**config.mk**
```make
export PLATFORM = sky130hd
export DESIGN_NAME = uart_full_duplex
export DESIGN_NICKNAME = d
export VERILOG_FILES = /design/src/rtl/uart_pkg.sv /design/src/rtl/sync_fifo.sv /design/src/rtl/uart_full_duplex.sv
export SDC_FILE = /design/constraint.sdc
export NUM_CORES = 1
export LEC_CHECK = 0
export ABC_CLOCK_PERIOD_IN_PS = 5400
export CORE_ASPECT_RATIO = 1.2
export CORE_MARGIN = 4
export CORE_UTILIZATION = 40
export DETAILED_ROUTE_END_ITERATION = 7
export GPL_ROUTABILITY_DRIVEN = 0
export SYNTH_ARGS = -nofsm -noshare
export SYNTH_HDL_FRONTEND = slang
export SYNTH_HIERARCHICAL = 1
export SYNTH_SLANG_ARGS = --single-unit
export TNS_END_PERCENT = 30
```
**constraint.sdc**
```tcl
create_clock -name sys_clk -period 5.4 [get_ports sys_clk]
set_input_delay 1.08 -clock sys_clk [delete_from_list [all_inputs] [get_ports sys_clk]]
set_output_delay 1.08 -clock sys_clk [all_outputs]
set_load 0.02 [all_outputs]
```
**src/rtl/uart_pkg.sv**
```systemverilog
// Shared frame constants and FSM state encoding for the UART TX and RX engines.
package uart_pkg;

    typedef enum logic [1:0] {
        StIdle,
        StStart,
        StData,
        StStop
    } uart_state_e;

    localparam int unsigned DATA_BITS = 8;
    localparam int unsigned STOP_BITS = 1;

endpackage

```
**src/rtl/sync_fifo.sv**
```systemverilog
// Single-clock FIFO with registered, exact full/empty flags (wrap-bit pointers).
// Pushes while full and pops while empty are silently ignored.
module sync_fifo #(
    parameter int unsigned WIDTH = 8,
    parameter int unsigned DEPTH = 16
) (
    input  logic             i_clk,
    input  logic             i_rst_n,
    input  logic             i_push,
    input  logic [WIDTH-1:0] i_data,
    input  logic             i_pop,
    output logic [WIDTH-1:0] o_data,
    output logic             o_full,
    output logic             o_empty
);

    localparam int unsigned AW = $clog2(DEPTH);

    logic [WIDTH-1:0] r_mem [DEPTH];
    logic [AW:0]      r_wr_ptr;
    logic [AW:0]      r_rd_ptr;
    logic [AW:0]      w_wr_next;
    logic [AW:0]      w_rd_next;
    logic             r_full;
    logic             r_empty;
    logic             w_do_push;
    logic             w_do_pop;

    assign w_do_push = i_push && !r_full;
    assign w_do_pop  = i_pop && !r_empty;
    assign w_wr_next = r_wr_ptr + {{AW{1'b0}}, w_do_push};
    assign w_rd_next = r_rd_ptr + {{AW{1'b0}}, w_do_pop};

    always_ff @(posedge i_clk or negedge i_rst_n) begin
        if (!i_rst_n) begin
            r_wr_ptr <= '0;
            r_rd_ptr <= '0;
            r_full   <= 1'b0;
            r_empty  <= 1'b1;
        end else begin
            r_wr_ptr <= w_wr_next;
            r_rd_ptr <= w_rd_next;
            r_empty  <= (w_wr_next == w_rd_next);
            // Same index, opposite lap: writer is exactly one wrap ahead.
            r_full   <= (w_wr_next == {~w_rd_next[AW], w_rd_next[AW-1:0]});
        end
    end

    always_ff @(posedge i_clk) begin
        if (w_do_push) begin
            r_mem[r_wr_ptr[AW-1:0]] <= i_data;
        end
    end

    assign o_data  = r_mem[r_rd_ptr[AW-1:0]];
    assign o_full  = r_full;
    assign o_empty = r_empty;

endmodule

```
**src/rtl/uart_full_duplex.sv**
```systemverilog
// Full-duplex 8N1 UART: TX FIFO feeding a serializer, RX deserializer filling an RX FIFO.
// One clock domain; the RX pin is brought in through a two-flop synchronizer.
module uart_full_duplex
    import uart_pkg::*;
#(
    parameter int unsigned CLK_PER_BIT = 87,
    parameter int unsigned FIFO_DEPTH  = 16,
    parameter int unsigned DATA_W      = 8
) (
    input  logic              sys_clk,
    input  logic              sys_rst_n,
    input  logic              tx_push,
    input  logic [DATA_W-1:0] tx_data_in,
    output logic              tx_fifo_full,
    input  logic              rx_pop,
    output logic [DATA_W-1:0] rx_data_out,
    output logic              rx_fifo_empty,
    output logic              uart_tx_pin,
    input  logic              uart_rx_pin
);

    localparam int unsigned CW = $clog2(CLK_PER_BIT);
    localparam int unsigned BW = $clog2(DATA_BITS);
    localparam logic [CW-1:0] BAUD_MAX = CW'(CLK_PER_BIT - 1);
    localparam logic [CW-1:0] HALF_MAX = CW'(CLK_PER_BIT / 2 - 1);
    localparam logic [BW-1:0] BIT_MAX  = BW'(DATA_BITS - 1);
    localparam logic [BW-1:0] STOP_MAX = BW'(STOP_BITS - 1);

    // ---------------- TX path ----------------
    uart_state_e       r_tx_state;
    logic [CW-1:0]     r_tx_cnt;
    logic [BW-1:0]     r_tx_bit;
    logic [DATA_W-1:0] r_tx_shift;
    logic              r_tx_pin;
    logic              w_tx_empty;
    logic              w_tx_pop;
    logic [DATA_W-1:0] w_tx_head;

    assign w_tx_pop = (r_tx_state == StIdle) && !w_tx_empty;

    sync_fifo #(
        .WIDTH (DATA_W),
        .DEPTH (FIFO_DEPTH)
    ) u_tx_fifo (
        .i_clk   (sys_clk),
        .i_rst_n (sys_rst_n),
        .i_push  (tx_push),
        .i_data  (tx_data_in),
        .i_pop   (w_tx_pop),
        .o_data  (w_tx_head),
        .o_full  (tx_fifo_full),
        .o_empty (w_tx_empty)
    );

    always_ff @(posedge sys_clk or negedge sys_rst_n) begin
        if (!sys_rst_n) begin
            r_tx_state <= StIdle;
            r_tx_cnt   <= '0;
            r_tx_bit   <= '0;
            r_tx_shift <= '0;
            r_tx_pin   <= 1'b1;
        end else begin
            case (r_tx_state)
                StIdle: begin
                    r_tx_pin <= 1'b1;
                    if (!w_tx_empty) begin
                        r_tx_shift <= w_tx_head;
                        r_tx_pin   <= 1'b0;
                        r_tx_cnt   <= '0;
                        r_tx_state <= StStart;
                    end
                end
                StStart: begin
                    if (r_tx_cnt == BAUD_MAX) begin
                        r_tx_cnt   <= '0;
                        r_tx_bit   <= '0;
                        r_tx_pin   <= r_tx_shift[0];
                        r_tx_state <= StData;
                    end else begin
                        r_tx_cnt <= r_tx_cnt + 1'b1;
                    end
                end
                StData: begin
                    if (r_tx_cnt == BAUD_MAX) begin
                        r_tx_cnt <= '0;
                        if (r_tx_bit == BIT_MAX) begin
                            r_tx_bit   <= '0;
                            r_tx_pin   <= 1'b1;
                            r_tx_state <= StStop;
                        end else begin
                            r_tx_bit   <= r_tx_bit + 1'b1;
                            r_tx_shift <= r_tx_shift >> 1;
                            r_tx_pin   <= r_tx_shift[1];
                        end
                    end else begin
                        r_tx_cnt <= r_tx_cnt + 1'b1;
                    end
                end
                StStop: begin
                    if (r_tx_cnt == BAUD_MAX) begin
                        r_tx_cnt <= '0;
                        if (r_tx_bit == STOP_MAX) begin
                            r_tx_bit   <= '0;
                            r_tx_state <= StIdle;
                        end else begin
                            r_tx_bit <= r_tx_bit + 1'b1;
                        end
                    end else begin
                        r_tx_cnt <= r_tx_cnt + 1'b1;
                    end
                end
                default: r_tx_state <= StIdle;
            endcase
        end
    end

    assign uart_tx_pin = r_tx_pin;

    // ---------------- RX path ----------------
    logic              r_rx_meta;
    logic              r_rx_sync;
    uart_state_e       r_rx_state;
    logic [CW-1:0]     r_rx_cnt;
    logic [BW-1:0]     r_rx_bit;
    logic [DATA_W-1:0] r_rx_shift;
    logic              r_rx_push;
    logic [DATA_W-1:0] r_rx_data;
    logic              w_rx_full;
    logic [DATA_W-1:0] w_rx_head;

    always_ff @(posedge sys_clk or negedge sys_rst_n) begin
        if (!sys_rst_n) begin
            r_rx_meta <= 1'b1;
            r_rx_sync <= 1'b1;
        end else begin
            r_rx_meta <= uart_rx_pin;
            r_rx_sync <= r_rx_meta;
        end
    end

    always_ff @(posedge sys_clk or negedge sys_rst_n) begin
        if (!sys_rst_n) begin
            r_rx_state <= StIdle;
            r_rx_cnt   <= '0;
            r_rx_bit   <= '0;
            r_rx_shift <= '0;
            r_rx_push  <= 1'b0;
        end else begin
            r_rx_push <= 1'b0;
            case (r_rx_state)
                StIdle: begin
                    if (!r_rx_sync) begin
                        r_rx_cnt   <= '0;
                        r_rx_state <= StStart;
                    end
                end
                StStart: begin
                    // Mid start bit: a high level here means the edge was a glitch.
                    if (r_rx_cnt == HALF_MAX) begin
                        r_rx_cnt   <= '0;
                        r_rx_bit   <= '0;
                        r_rx_state <= r_rx_sync ? StIdle : StData;
                    end else begin
                        r_rx_cnt <= r_rx_cnt + 1'b1;
                    end
                end
                StData: begin
                    if (r_rx_cnt == BAUD_MAX) begin
                        r_rx_cnt   <= '0;
                        r_rx_shift <= {r_rx_sync, r_rx_shift[DATA_W-1:1]};
                        if (r_rx_bit == BIT_MAX) begin
                            r_rx_bit   <= '0;
                            r_rx_state <= StStop;
                        end else begin
                            r_rx_bit <= r_rx_bit + 1'b1;
                        end
                    end else begin
                        r_rx_cnt <= r_rx_cnt + 1'b1;
                    end
                end
                StStop: begin
                    if (r_rx_cnt == BAUD_MAX) begin
                        r_rx_cnt   <= '0;
                        r_rx_state <= StIdle;
                        r_rx_push  <= r_rx_sync && !w_rx_full;
                    end else begin
                        r_rx_cnt <= r_rx_cnt + 1'b1;
                    end
                end
                default: r_rx_state <= StIdle;
            endcase
        end
    end

    sync_fifo #(
        .WIDTH (DATA_W),
        .DEPTH (FIFO_DEPTH)
    ) u_rx_fifo (
        .i_clk   (sys_clk),
        .i_rst_n (sys_rst_n),
        .i_push  (r_rx_push),
        .i_data  (r_rx_shift),
        .i_pop   (rx_pop),
        .o_data  (w_rx_head),
        .o_full  (w_rx_full),
        .o_empty (rx_fifo_empty)
    );

    always_ff @(posedge sys_clk or negedge sys_rst_n) begin
        if (!sys_rst_n) begin
            r_rx_data <= '0;
        end else if (rx_pop && !rx_fifo_empty) begin
            r_rx_data <= w_rx_head;
        end
    end

    assign rx_data_out = r_rx_data;

endmodule

```
==> summary.txt, run 1 <==
CTS
  – Largest buffer count on any clock path: 3
  – Clk pin slew, worst setup/hold paths: 0.06 ns
  – Hold-fix buffer count after cts: 0
  – Clock tree root driver cell: sky130_fd_sc_hd__clkbuf_16
  – CTS tree: yes
  – Post-CTS setup-driven buffer insertion count: 0
  – Clock Sink Count: 332
  – CTS HTree Levels: 2
  – Post-cts gate resize count: 0
  – Clock buffers created by TritonCTS: 35
  – Clock latency on the worst-skew pair: 0.52 ns

Setup path
  – Total buffers and inverters traversed by the critical path: 1
  – Type of element launching the critical path: flop
  – Kind of cell with the highest combined delay on the critical path: multiplexers
  – Number of cells on the worst reg-to-reg path: 6
  – Crit-path most repeated cell: sky130_fd_sc_hd__mux2_2
  – Data required time of the critical path: 5.80 ns
  – Internal reg-to-reg setup slack: 2.53 ns
  – CP startpoint: u_tx_fifo/r_rd_ptr[0]$_DFF_PN0_
  – CP peak stage delay: 0.76 ns
  – Cell with the largest stage delay on the worst path: sky130_fd_sc_hd__dfrtp_2
  – RR Endpoint: r_tx_shift[1]$_DFFE_PN0P_
  – FF-to-FF Start: u_tx_fifo/r_rd_ptr[0]$_DFF_PN0_
  – Crit path max fanout: 18
  – Type of destination of the critical path: flop
  – Data arrival time at the worst-slack endpoint: 3.28 ns
  – Critical path, cell by cell: buf_4 > mux4_2 > a22oi_1 > nand2_1 > mux2_2 > mux2_2
  – Startpoint-to-endpoint class of the critical path: reg -> reg

Synth
  – Number of standard cells after synthesis: 771
  – Compound-cell area share of the yosys netlist: 0.03719
  – Top flip-flop cell by instance count after synthesis: sky130_fd_sc_hd__edfxtp_1
  – EDFF count, synth: 256
  – Mapped cell area: between 10,000 and 15,000 um2
  – Combinational family with the most area after synthesis: multiplexers
  – Avg Synthesized Cell Area: 17.72 um2
  – Synthesized net count: 807
  – Portion of netlist area occupied by mux cells: 0.1358
  – Top-count cell post-synth: sky130_fd_sc_hd__edfxtp_1
  – Synthesized-area fraction occupied by xor and xnor cells: 0.01914
  – Post-Synth Simple-Gate Area: 0.06274
  – Most common library cells after synthesis: 256 x sky130_fd_sc_hd__edfxtp_1, 71 x sky130_fd_sc_hd__dfrtp_1, 64 x sky130_fd_sc_hd__mux4_2, 42 x sky130_fd_sc_hd__nand2_1, 39 x sky130_fd_sc_hd__nor2_1
  – Yosys top cell area share: 0.5627
  – Async set-reset flop share out of synthesis: 0.2289
  – Share of synthesized cell area in full adder, half adder and majority cells: 0.02107
  – Number of warnings issued by yosys: 6
  – Share of synthesized area occupied by flip-flops and latches: 0.7024
  – Most area-hungry cell type in the Yosys netlist: sky130_fd_sc_hd__edfxtp_1
  – Top post-synthesis cells by area: sky130_fd_sc_hd__edfxtp_1 56%, sky130_fd_sc_hd__dfrtp_1 13%, sky130_fd_sc_hd__mux4_2 11%, sky130_fd_sc_hd__mux2_2 2.9%, sky130_fd_sc_hd__ha_1 2.1%
  – Flip-flop and latch count after synthesis: 332
  – Count of cell types in the netlist: 58

Floorplanning
  – Die H: roughly 210 um
  – Number of ports placed on the die boundary: 24
  – Number of standard-cell rows in the floorplan: 73
  – Starting density of the core: 0.4086
  – Core footprint: 33,430 um2
  – Die extent in x: between 150 and 200 um
  – Area of the die: ~37,000 um2

Hold path
  – Hold path endpoint: r_rx_sync$_DFF_PN1_
  – Type of the worst min-delay path: reg -> reg
  – Cell depth of the worst hold path: 0
  – Worst hold path startpoint: r_rx_meta$_DFF_PN1_

Cells and area
  – Number of inserted diodes: 0
  – Layout cells sized above 1: 0.2205
  – Syn-to-layout area delta: 12.77%
  – Nets: 841
  – Number of filler cells placed in the layout: between 2,000 and 3,000

Timing
  – Clock Skews: approximately 0.016 ns
  – Period Utilization, post-route: 0.5320
  – Pins Over Slew Limit: 0
  – Final setup viols: 0
  – Normalized max-slew margin: 0.1494
  – Slew at the pin with the worst max-slew slack: 1.266 ns
  – Smallest hold slack: 0.3556 ns
  – Minimum clock period: about 2.9 ns
  – Achievable clock frequency: 348.1 MHz
  – Final Hold Vio Count: 0
  – Total Neg Setup Slack: 0 ns
  – RSZ-0062 raised after global routing: no

Pwr
  – P per Cell Area: 410.6 nW/um2
  – Share of total power in the clock network: 0.369
  – Internal power of the cells: 4712 uW
  – Switching component of the power: 1613 uW
  – Flop pwr share: 0.488
  – Switching part of the total: 0.2551
  – Leakage Power: ~0.0051 uW
  – VDD IR-drop max: 0.3039 mV
  – Combinational Power Share: 0.143

Global routing
  – Number of antenna violations at the first check in global routing: 0
  – First-pass GRT wire length: 40,830 um
  – Total GRT Usage: 0.1405
  – Vias in the first global route: 7,012
  – Maximum number of pins on one net before global-route repair: between 50 and 60
  – Overflow after GRT: 0

Routing
  – Overall via count from detail_route: 6,676
  – Number of DRC violations after detailed routing: 0
  – Wire length reported by the detailed router: 25,490 um
  – Routed WL per cell: around 20 um
  – Number of nets with antenna violations after routing: 0
  – Vias/cell: about 5.2
  – Pre-antenna DRT Iters: 5
  – DRC violation total after the first TritonRoute iteration: 435

Placed design
  – DPL Wire Length: 16,460 um
  – Port Buffer Count: 23

Status
  – Run status: complete, no violations

Job
  – Max Cap Violations: 0
[layer usage]
metal	routed length, um	vias up	global-route usage
li1	-	3070	-
met1	10920	3442	0.1838
met2	13100	118	0.2433
met3	881	46	0.02278
met4	595	0	0.04137
met5	0	-	0
[cell families (layout without fill, tap and decap cells)]
family	Yosys count	count (layout)
compound gates	73	73
simple gates	164	164
mux	101	101
xor+xnor	25	25
flops	332	332
fa+ha+maj	23	23
buf+inv	53	112
[flip-flops by register name, summed over array words and instances, names as in the netlist, 3 cells and up, named ones only]
name	cells
u_tx_fifo/r_mem	128
u_rx_fifo/r_wr_ptr	5
u_tx_fifo/r_rd_ptr	5
u_rx_fifo/r_mem	128
rx_data_out	8
r_tx_bit	3
u_rx_fifo/r_rd_ptr	5
r_rx_bit	3
r_tx_shift	8
r_tx_cnt	7
u_tx_fifo/r_wr_ptr	5
r_rx_shift	8
r_rx_cnt	7
[cell usage in the layout (no fill, tap or decap), types with 13 or more instances in the layout]
cell / count
sky130_fd_sc_hd__edfxtp_1: 256
sky130_fd_sc_hd__dfrtp_1: 69
sky130_fd_sc_hd__mux4_2: 64
sky130_fd_sc_hd__nand2_1: 42
sky130_fd_sc_hd__nor2_1: 39
sky130_fd_sc_hd__mux2_2: 35
sky130_fd_sc_hd__clkbuf_16: 35
sky130_fd_sc_hd__a22oi_1: 32
sky130_fd_sc_hd__ha_1: 23
sky130_fd_sc_hd__clkdlybuf4s50_1: 22
sky130_fd_sc_hd__inv_1: 18
sky130_fd_sc_hd__nand3_1: 14
sky130_fd_sc_hd__o21ai_0: 14
sky130_fd_sc_hd__nor2b_1: 13
sky130_fd_sc_hd__nor3_1: 13
[per-stage QoR]
step | std cells | utilization | instance area, um2 | power [uW] | setup slack [ns]
after floorplan | 771 | - | 13660 | 3782 | 2.763
after global placement | 1218 | 0.4276 | 14290 | 4057 | 2.080
after detailed placement | 1218 | 0.4276 | 14290 | 4065 | 1.986
after CTS | 1280 | 0.4608 | 15400 | 6423 | 2.423
after global routing | 1280 | 0.4608 | 15400 | 6607 | 2.355
final | 1280 | 0.4608 | 15400 | 6325 | 2.527
[power by group through the flow]
stage          sequential (uW)  clock [uW]  combinational, uW
6_report                  3090        2330                902
5_1_grt                   3120        2510                984
4_1_cts                   3100        2400                924
3_5_place_dp              3150           0                920
3_3_place_gp              3140           0                913
2_1_floorplan             3080           0                698
[final cells by class]
class	count	area, um2	area share
clock buffers	49	948.4	0.06157
clock inverters	13	162.7	0.01056
inverters	18	67.56	0.004386
multi-input cells	386	3770	0.2447
flip-flops and latches	332	9598	0.6230
well taps	450	563.0	0.03655
repair buffers	32	295.3	0.01917
[worst max path at each step]
stage                                 endpoint  cells after the start
3_3_place_gp   u_tx_fifo/r_mem[0][4]$_DFFE_PP_                      4
3_5_place_dp   u_tx_fifo/r_mem[0][4]$_DFFE_PP_                      4
2_1_floorplan      u_tx_fifo/o_empty$_DFF_PN1_                      8
4_1_cts              r_tx_shift[1]$_DFFE_PN0P_                      6
6_report             r_tx_shift[1]$_DFFE_PN0P_                      6
5_1_grt              r_tx_shift[1]$_DFFE_PN0P_                      6
(Power assumes the default switching activity.)
==> run 2: changes to the inputs <==
--- a/config.mk
+++ b/config.mk
@@ -5,7 +5,7 @@
 export SDC_FILE = /design/constraint.sdc
 export NUM_CORES = 1
 export LEC_CHECK = 0
-export ABC_CLOCK_PERIOD_IN_PS = 5400
+export ABC_CLOCK_PERIOD_IN_PS = 3000
 export CORE_ASPECT_RATIO = 1.2
 export CORE_MARGIN = 4
 export CORE_UTILIZATION = 40
==> constraint.sdc (replaced) <==
create_clock -name sys_clk -period 3 [get_ports sys_clk]
set_input_delay 0.6 -clock sys_clk [delete_from_list [all_inputs] [get_ports sys_clk]]
set_output_delay 0.6 -clock sys_clk [all_outputs]
set_load 0.02 [all_outputs]
==> summary.txt, run 2 (synthesis gave the netlist of run 1 again) <==
CTS
  – CTS tree: yes
  – CTS HTree Levels: 2
  – Post-cts gate resize count: 0
  – Largest buffer count on any clock path: 3
  – Clock tree root driver cell: sky130_fd_sc_hd__clkbuf_16
  – Clk pin slew, worst setup/hold paths: 0.06 ns
  – Clock latency on the worst-skew pair: 0.52 ns
  – Clock Sink Count: 332
  – Hold-fix buffer count after cts: 0
  – Post-CTS setup-driven buffer insertion count: 0
  – Clock buffers created by TritonCTS: 35

Floorplanning
  – Number of standard-cell rows in the floorplan: 73
  – Starting density of the core: 0.4086
  – Die extent in x: 176.7 um
  – Number of ports placed on the die boundary: 24
  – Die H: about 210 um
  – Core footprint: 33,430 um2
  – Area of the die: 37,180 um2

Timing
  – Pins Over Slew Limit: 0
  – Final setup viols: 0
  – Slew at the pin with the worst max-slew slack: 0.8630 ns
  – Period Utilization, post-route: 0.8198
  – Total Neg Setup Slack: 0 ns
  – RSZ-0062 raised after global routing: no
  – Achievable clock frequency: ~400 MHz
  – Minimum clock period: between 2 and 2.5 ns
  – Final Hold Vio Count: 0
  – Normalized max-slew margin: 0.4225
  – Clock Skews: 0.02955 ns

Routing
  – Pre-antenna DRT Iters: 5
  – Number of nets with antenna violations after routing: 0
  – Routed WL per cell: 19.23 um
  – Overall via count from detail_route: 6,722
  – DRC violation total after the first TritonRoute iteration: 471
  – Number of DRC violations after detailed routing: 0
  – Wire length reported by the detailed router: 25,140 um
  – Vias/cell: 5.143

Setup path
  – Data arrival time at the worst-slack endpoint: ~2.9 ns
  – Crit path max fanout: 4
  – Internal reg-to-reg setup slack: around 0.54 ns
  – Type of element launching the critical path: flop
  – Type of destination of the critical path: flop
  – Startpoint-to-endpoint class of the critical path: reg -> reg
  – Data required time of the critical path: around 3.4 ns

Hold path
  – Type of the worst min-delay path: in -> async

Cells and area
  – Nets: 866
  – Most frequent standard cell in the layout excluding fill and tap cells: sky130_fd_sc_hd__edfxtp_1
  – Layout cells sized above 1: 0.2439
  – Area of all placed cells without fillers: approximately 16,000 um2
  – Top library cells by usage in the layout, fill and taps aside: 256 x sky130_fd_sc_hd__edfxtp_1, 69 x sky130_fd_sc_hd__dfrtp_1, 64 x sky130_fd_sc_hd__mux4_2
  – Number of filler cells placed in the layout: 2,924
  – Syn-to-layout area delta: 14.10%
  – Number of inserted diodes: 0

Job
  – Max Cap Violations: 0

Global routing
  – First-pass GRT wire length: about 40,000 um
  – Vias in the first global route: 7,087
  – Number of antenna violations at the first check in global routing: 0
  – Maximum number of pins on one net before global-route repair: 50
  – Overflow after GRT: 0
  – Total GRT Usage: 0.1409

Placed design
  – Port Buffer Count: 23
  – DPL Wire Length: 16,380 um
  – Cell area after placement: between 10,000 and 15,000 um2

Status
  – Run status: complete, no violations

Pwr
  – P per Cell Area: 718.6 nW/um2
  – VDD IR-drop max: around 0.50 mV
  – Leakage Power: 0.005220 uW
==> run 2: cell type report <==
type	instances	area, um2	share of cell area
clock inverter	18	107.6	0.006903
inverter	18	67.56	0.004335
multi-input combinational	386	3770	0.2419
sequential	332	9598	0.6158
clock buffer	46	948.4	0.06084
tap	450	563.0	0.03612
timing repair buffer	57	533.0	0.03419
==> run 2: layer usage <==
metal,vias up,wire length (um),global-route usage
met2,116,12830,0.2432
met1,3448,10680,0.1845
met3,45,1004,0.02332
met4,0,625,0.04217
met5,-,0,0
li1,3113,-,-
==> run 2: power breakdown <==
| part | internal [uW] | leakage, uW | total (uW) | switching (uW) |
|---|---|---|---|---|
| registers | 5280 | 0.00298 | 5510 | 231 |
| clock network | 2240 | 0.000516 | 3960 | 1710 |
| logic | 793 | 0.00172 | 1740 | 945 |
==> run 2: per-stage QoR <==
stage / power, uW / utilization / hold slack (ns) / cells / worst slack (ns)
finish: 11200 / 0.4663 / 0.1155 / 1307 / 0.5406
global placement: 7371 / 0.4347 / 0.3473 / 1243 / 0.3057
detailed placement: 7393 / 0.4347 / 0.3542 / 1243 / 0.2600
floorplan: 6807 / - / 0.3044 / 771 / 0.6111
global route: 11740 / 0.4663 / 0.1668 / 1307 / 0.4331
CTS: 11370 / 0.4663 / 0.1360 / 1307 / 0.5100
==> run 2: final timing paths <==
kind	from	endpoint	cells past startpoint
setup / recovery	r_tx_state[0]$_DFFE_PN0P_	u_tx_fifo/o_empty$_DFF_PN1_	9
hold / removal	sys_rst_n	u_rx_fifo/r_rd_ptr[2]$_DFF_PN0_	1
setup reg to reg	r_tx_state[0]$_DFFE_PN0P_	u_tx_fifo/o_empty$_DFF_PN1_	9
hold reg to reg	r_rx_meta$_DFF_PN1_	r_rx_sync$_DFF_PN1_	0
max in group asynchronous	sys_rst_n	r_rx_sync$_DFF_PN1_	2
min in group sys_clk	r_rx_meta$_DFF_PN1_	r_rx_sync$_DFF_PN1_	0
==> run 2: worst max-delay path: stages (launching register included) <==
cell and delay, ns:
sky130_fd_sc_hd__dfrtp_1 0.42, sky130_fd_sc_hd__inv_1 0.13, sky130_fd_sc_hd__ha_1 0.22, sky130_fd_sc_hd__nor2b_1 0.15, sky130_fd_sc_hd__nor2b_1 0.23, sky130_fd_sc_hd__ha_1 0.25
sky130_fd_sc_hd__nand2_2 0.09, sky130_fd_sc_hd__xnor3_1 0.34, sky130_fd_sc_hd__or3_4 0.40, sky130_fd_sc_hd__nor3b_2 0.16
==> run 3: changes to the inputs <==
--- a/config.mk
+++ b/config.mk
@@ -5,7 +5,7 @@
 export SDC_FILE = /design/constraint.sdc
 export NUM_CORES = 1
 export LEC_CHECK = 0
-export ABC_CLOCK_PERIOD_IN_PS = 3000
+export ABC_CLOCK_PERIOD_IN_PS = 2300
 export CORE_ASPECT_RATIO = 1.2
 export CORE_MARGIN = 4
 export CORE_UTILIZATION = 40
==> constraint.sdc (replaced) <==
create_clock -name sys_clk -period 2.3 [get_ports sys_clk]
set_input_delay 0.46 -clock sys_clk [delete_from_list [all_inputs] [get_ports sys_clk]]
set_output_delay 0.46 -clock sys_clk [all_outputs]
set_load 0.02 [all_outputs]
==> summary.txt, run 3 (synthesis gave the netlist of run 1 again) <==
Status
  – Run status: complete, no violations

CTS
  – Clock Sink Count: 332
  – CTS HTree Levels: 2
  – CTS tree: yes
  – Clock tree root driver cell: sky130_fd_sc_hd__clkbuf_16
  – Clock buffers created by TritonCTS: 36
  – Post-CTS setup-driven buffer insertion count: 0
  – Clock latency on the worst-skew pair: around 0.51 ns
  – Largest buffer count on any clock path: 3
  – Clk pin slew, worst setup/hold paths: about 0.06 ns

Pwr
  – VDD IR-drop max: 0.6618 mV
  – Leakage Power: 0.005393 uW
  – Total Power Consumption: 15,070 uW
  – P per Cell Area: 945.8 nW/um2

Routing
  – Pre-antenna DRT Iters: 5
  – Vias/cell: 5.115
  – DRC violation total after the first TritonRoute iteration: 356
  – Overall via count from detail_route: 6,829
  – Routed WL per cell: 19.47 um
  – Number of DRC violations after detailed routing: 0
  – Wire length reported by the detailed router: 26,000 um
  – Number of nets with antenna violations after routing: 0

Setup path
  – Type of destination of the critical path: flop
  – Data arrival time at the worst-slack endpoint: 2.61 ns
  – Startpoint-to-endpoint class of the critical path: reg -> reg
  – Type of element launching the critical path: flop
  – CP peak stage delay: 0.56 ns
  – Data required time of the critical path: 2.69 ns
  – Total buffers and inverters traversed by the critical path: 1
  – Kind of cell with the highest combined delay on the critical path: multiplexers
  – Crit-path most repeated cell: sky130_fd_sc_hd__mux2_2
  – Cell with the largest stage delay on the worst path: sky130_fd_sc_hd__mux4_2
  – Crit path max fanout: 14
  – Critical path, cell by cell: buf_12 > mux4_2 > a22oi_1 > nand2_1 > mux2_2 > mux2_2

Timing
  – Normalized max-slew margin: 0.5158
  – Final setup viols: 0
  – Pins Over Slew Limit: 0
  – Achievable clock frequency: around 450 MHz
  – Clock Skews: 0.01548 ns
  – Final Hold Vio Count: 0
  – Minimum clock period: approximately 2.2 ns
  – Smallest hold slack: approximately 0.36 ns
  – RSZ-0062 raised after global routing: no
  – Slew at the pin with the worst max-slew slack: 0.7249 ns
  – Period Utilization, post-route: 0.9642

Placed design
  – Port Buffer Count: 23
  – DPL Wire Length: 16,990 um
  – Cell area after placement: 14,750 um2

Floorplanning
  – Number of standard-cell rows in the floorplan: 73
  – Number of ports placed on the die boundary: 24
  – Die H: 210.4 um
  – Core footprint: 33,430 um2
  – Starting density of the core: 0.4086
  – Area of the die: 37,180 um2
  – Die extent in x: between 150 and 200 um

Cells and area
  – Utilization after layout: 0.4766
  – Area of the multi-input gates: 3802 um2
  – Register area: 9599 um2
  – Top library cells by usage in the layout, fill and taps aside: 256 x sky130_fd_sc_hd__edfxtp_1, 68 x sky130_fd_sc_hd__dfrtp_1, 64 x sky130_fd_sc_hd__mux4_2
  – Number of filler cells placed in the layout: 2,868
  – Syn-to-layout area delta: 16.62%
  – Number of inserted diodes: 0
  – Nets: 893
  – Area of all placed cells without fillers: 15,930 um2
  – Most frequent standard cell in the layout excluding fill and tap cells: sky130_fd_sc_hd__edfxtp_1
  – Layout cells sized above 1: 0.2712

Global routing
  – First-pass GRT wire length: 41,100 um
  – Number of antenna violations at the first check in global routing: 0
  – Total GRT Usage: 0.1428
  – Vias in the first global route: roughly 7,300
  – Overflow after GRT: 0
  – Maximum number of pins on one net before global-route repair: 37

Job
  – Max Cap Violations: 0

Hold path
  – Type of the worst min-delay path: reg -> reg
## run 3: cell count changes in the layout (fill, tap and decap cells not counted), sizes merged
cell,before,now
buf,35,60
bufinv,0,3
clkinv,15,12
inv,19,21
dlygate4sd3,0,1
## run 3: final timing paths
path | cells past startpoint | slack [ns] | end | start
worst max-delay path | 6 | 0.08 | r_tx_shift[4]$_DFFE_PN0P_ | u_tx_fifo/r_rd_ptr[0]$_DFF_PN0_
worst min-delay path | 0 | 0.36 | r_rx_sync$_DFF_PN1_ | r_rx_meta$_DFF_PN1_
worst max register to register | 6 | 0.08 | r_tx_shift[4]$_DFFE_PN0P_ | u_tx_fifo/r_rd_ptr[0]$_DFF_PN0_
worst min register to register | 0 | 0.36 | r_rx_sync$_DFF_PN1_ | r_rx_meta$_DFF_PN1_
max in group asynchronous | 3 | 1.26 | u_tx_fifo/o_empty$_DFF_PN1_ | sys_rst_n
min in group asynchronous | 2 | 0.40 | r_tx_bit[0]$_DFFE_PN0P_ | sys_rst_n
## run 3: layout make-up
class	instances	area share
Inverter	18	0.004241
Sequential cell	332	0.6025
Tap cell	450	0.03534
Timing Repair Buffer	83	0.04744
Clock inverter	20	0.01288
Multi-Input combinational cell	386	0.2387
Clock buffer	46	0.05890
## run 3: through the flow
stage | setup WS [ns] | setup TNS, ns | std cells
floorplan | 0.02920 | 0 | 771
detailed placement | -0.2296 | -0.6574 | 1268
global route | 0.004075 | 0 | 1335
finish | 0.08228 | 0 | 1335
CTS | 0.04237 | 0 | 1335
global placement | -0.1912 | -0.5416 | 1268
## run 3: where the power goes
| part | leakage, uW | switching [uW] | internal, uW |
|---|---|---|---|
| clock | 0.000550 | 2260 | 3260 |
| combinational | 0.00186 | 1280 | 1100 |
| sequential | 0.00298 | 278 | 6890 |
| total | 0.00539 | 3820 | 11200 |
## run 3: routing by layer
layer / share of wire / GRT usage
met1: 0.42 / 0.1853
met2: 0.53 / 0.2545
met3: 0.036 / 0.02206
met4: 0.016 / 0.03229
met5: 0 / 0
## run 3: repair_timing
action	in CTS	in global routing
resized for setup	0	7
hold buffers	1	0
endpoints found under the setup margin	0	4
hold endpoints to repair	21	0
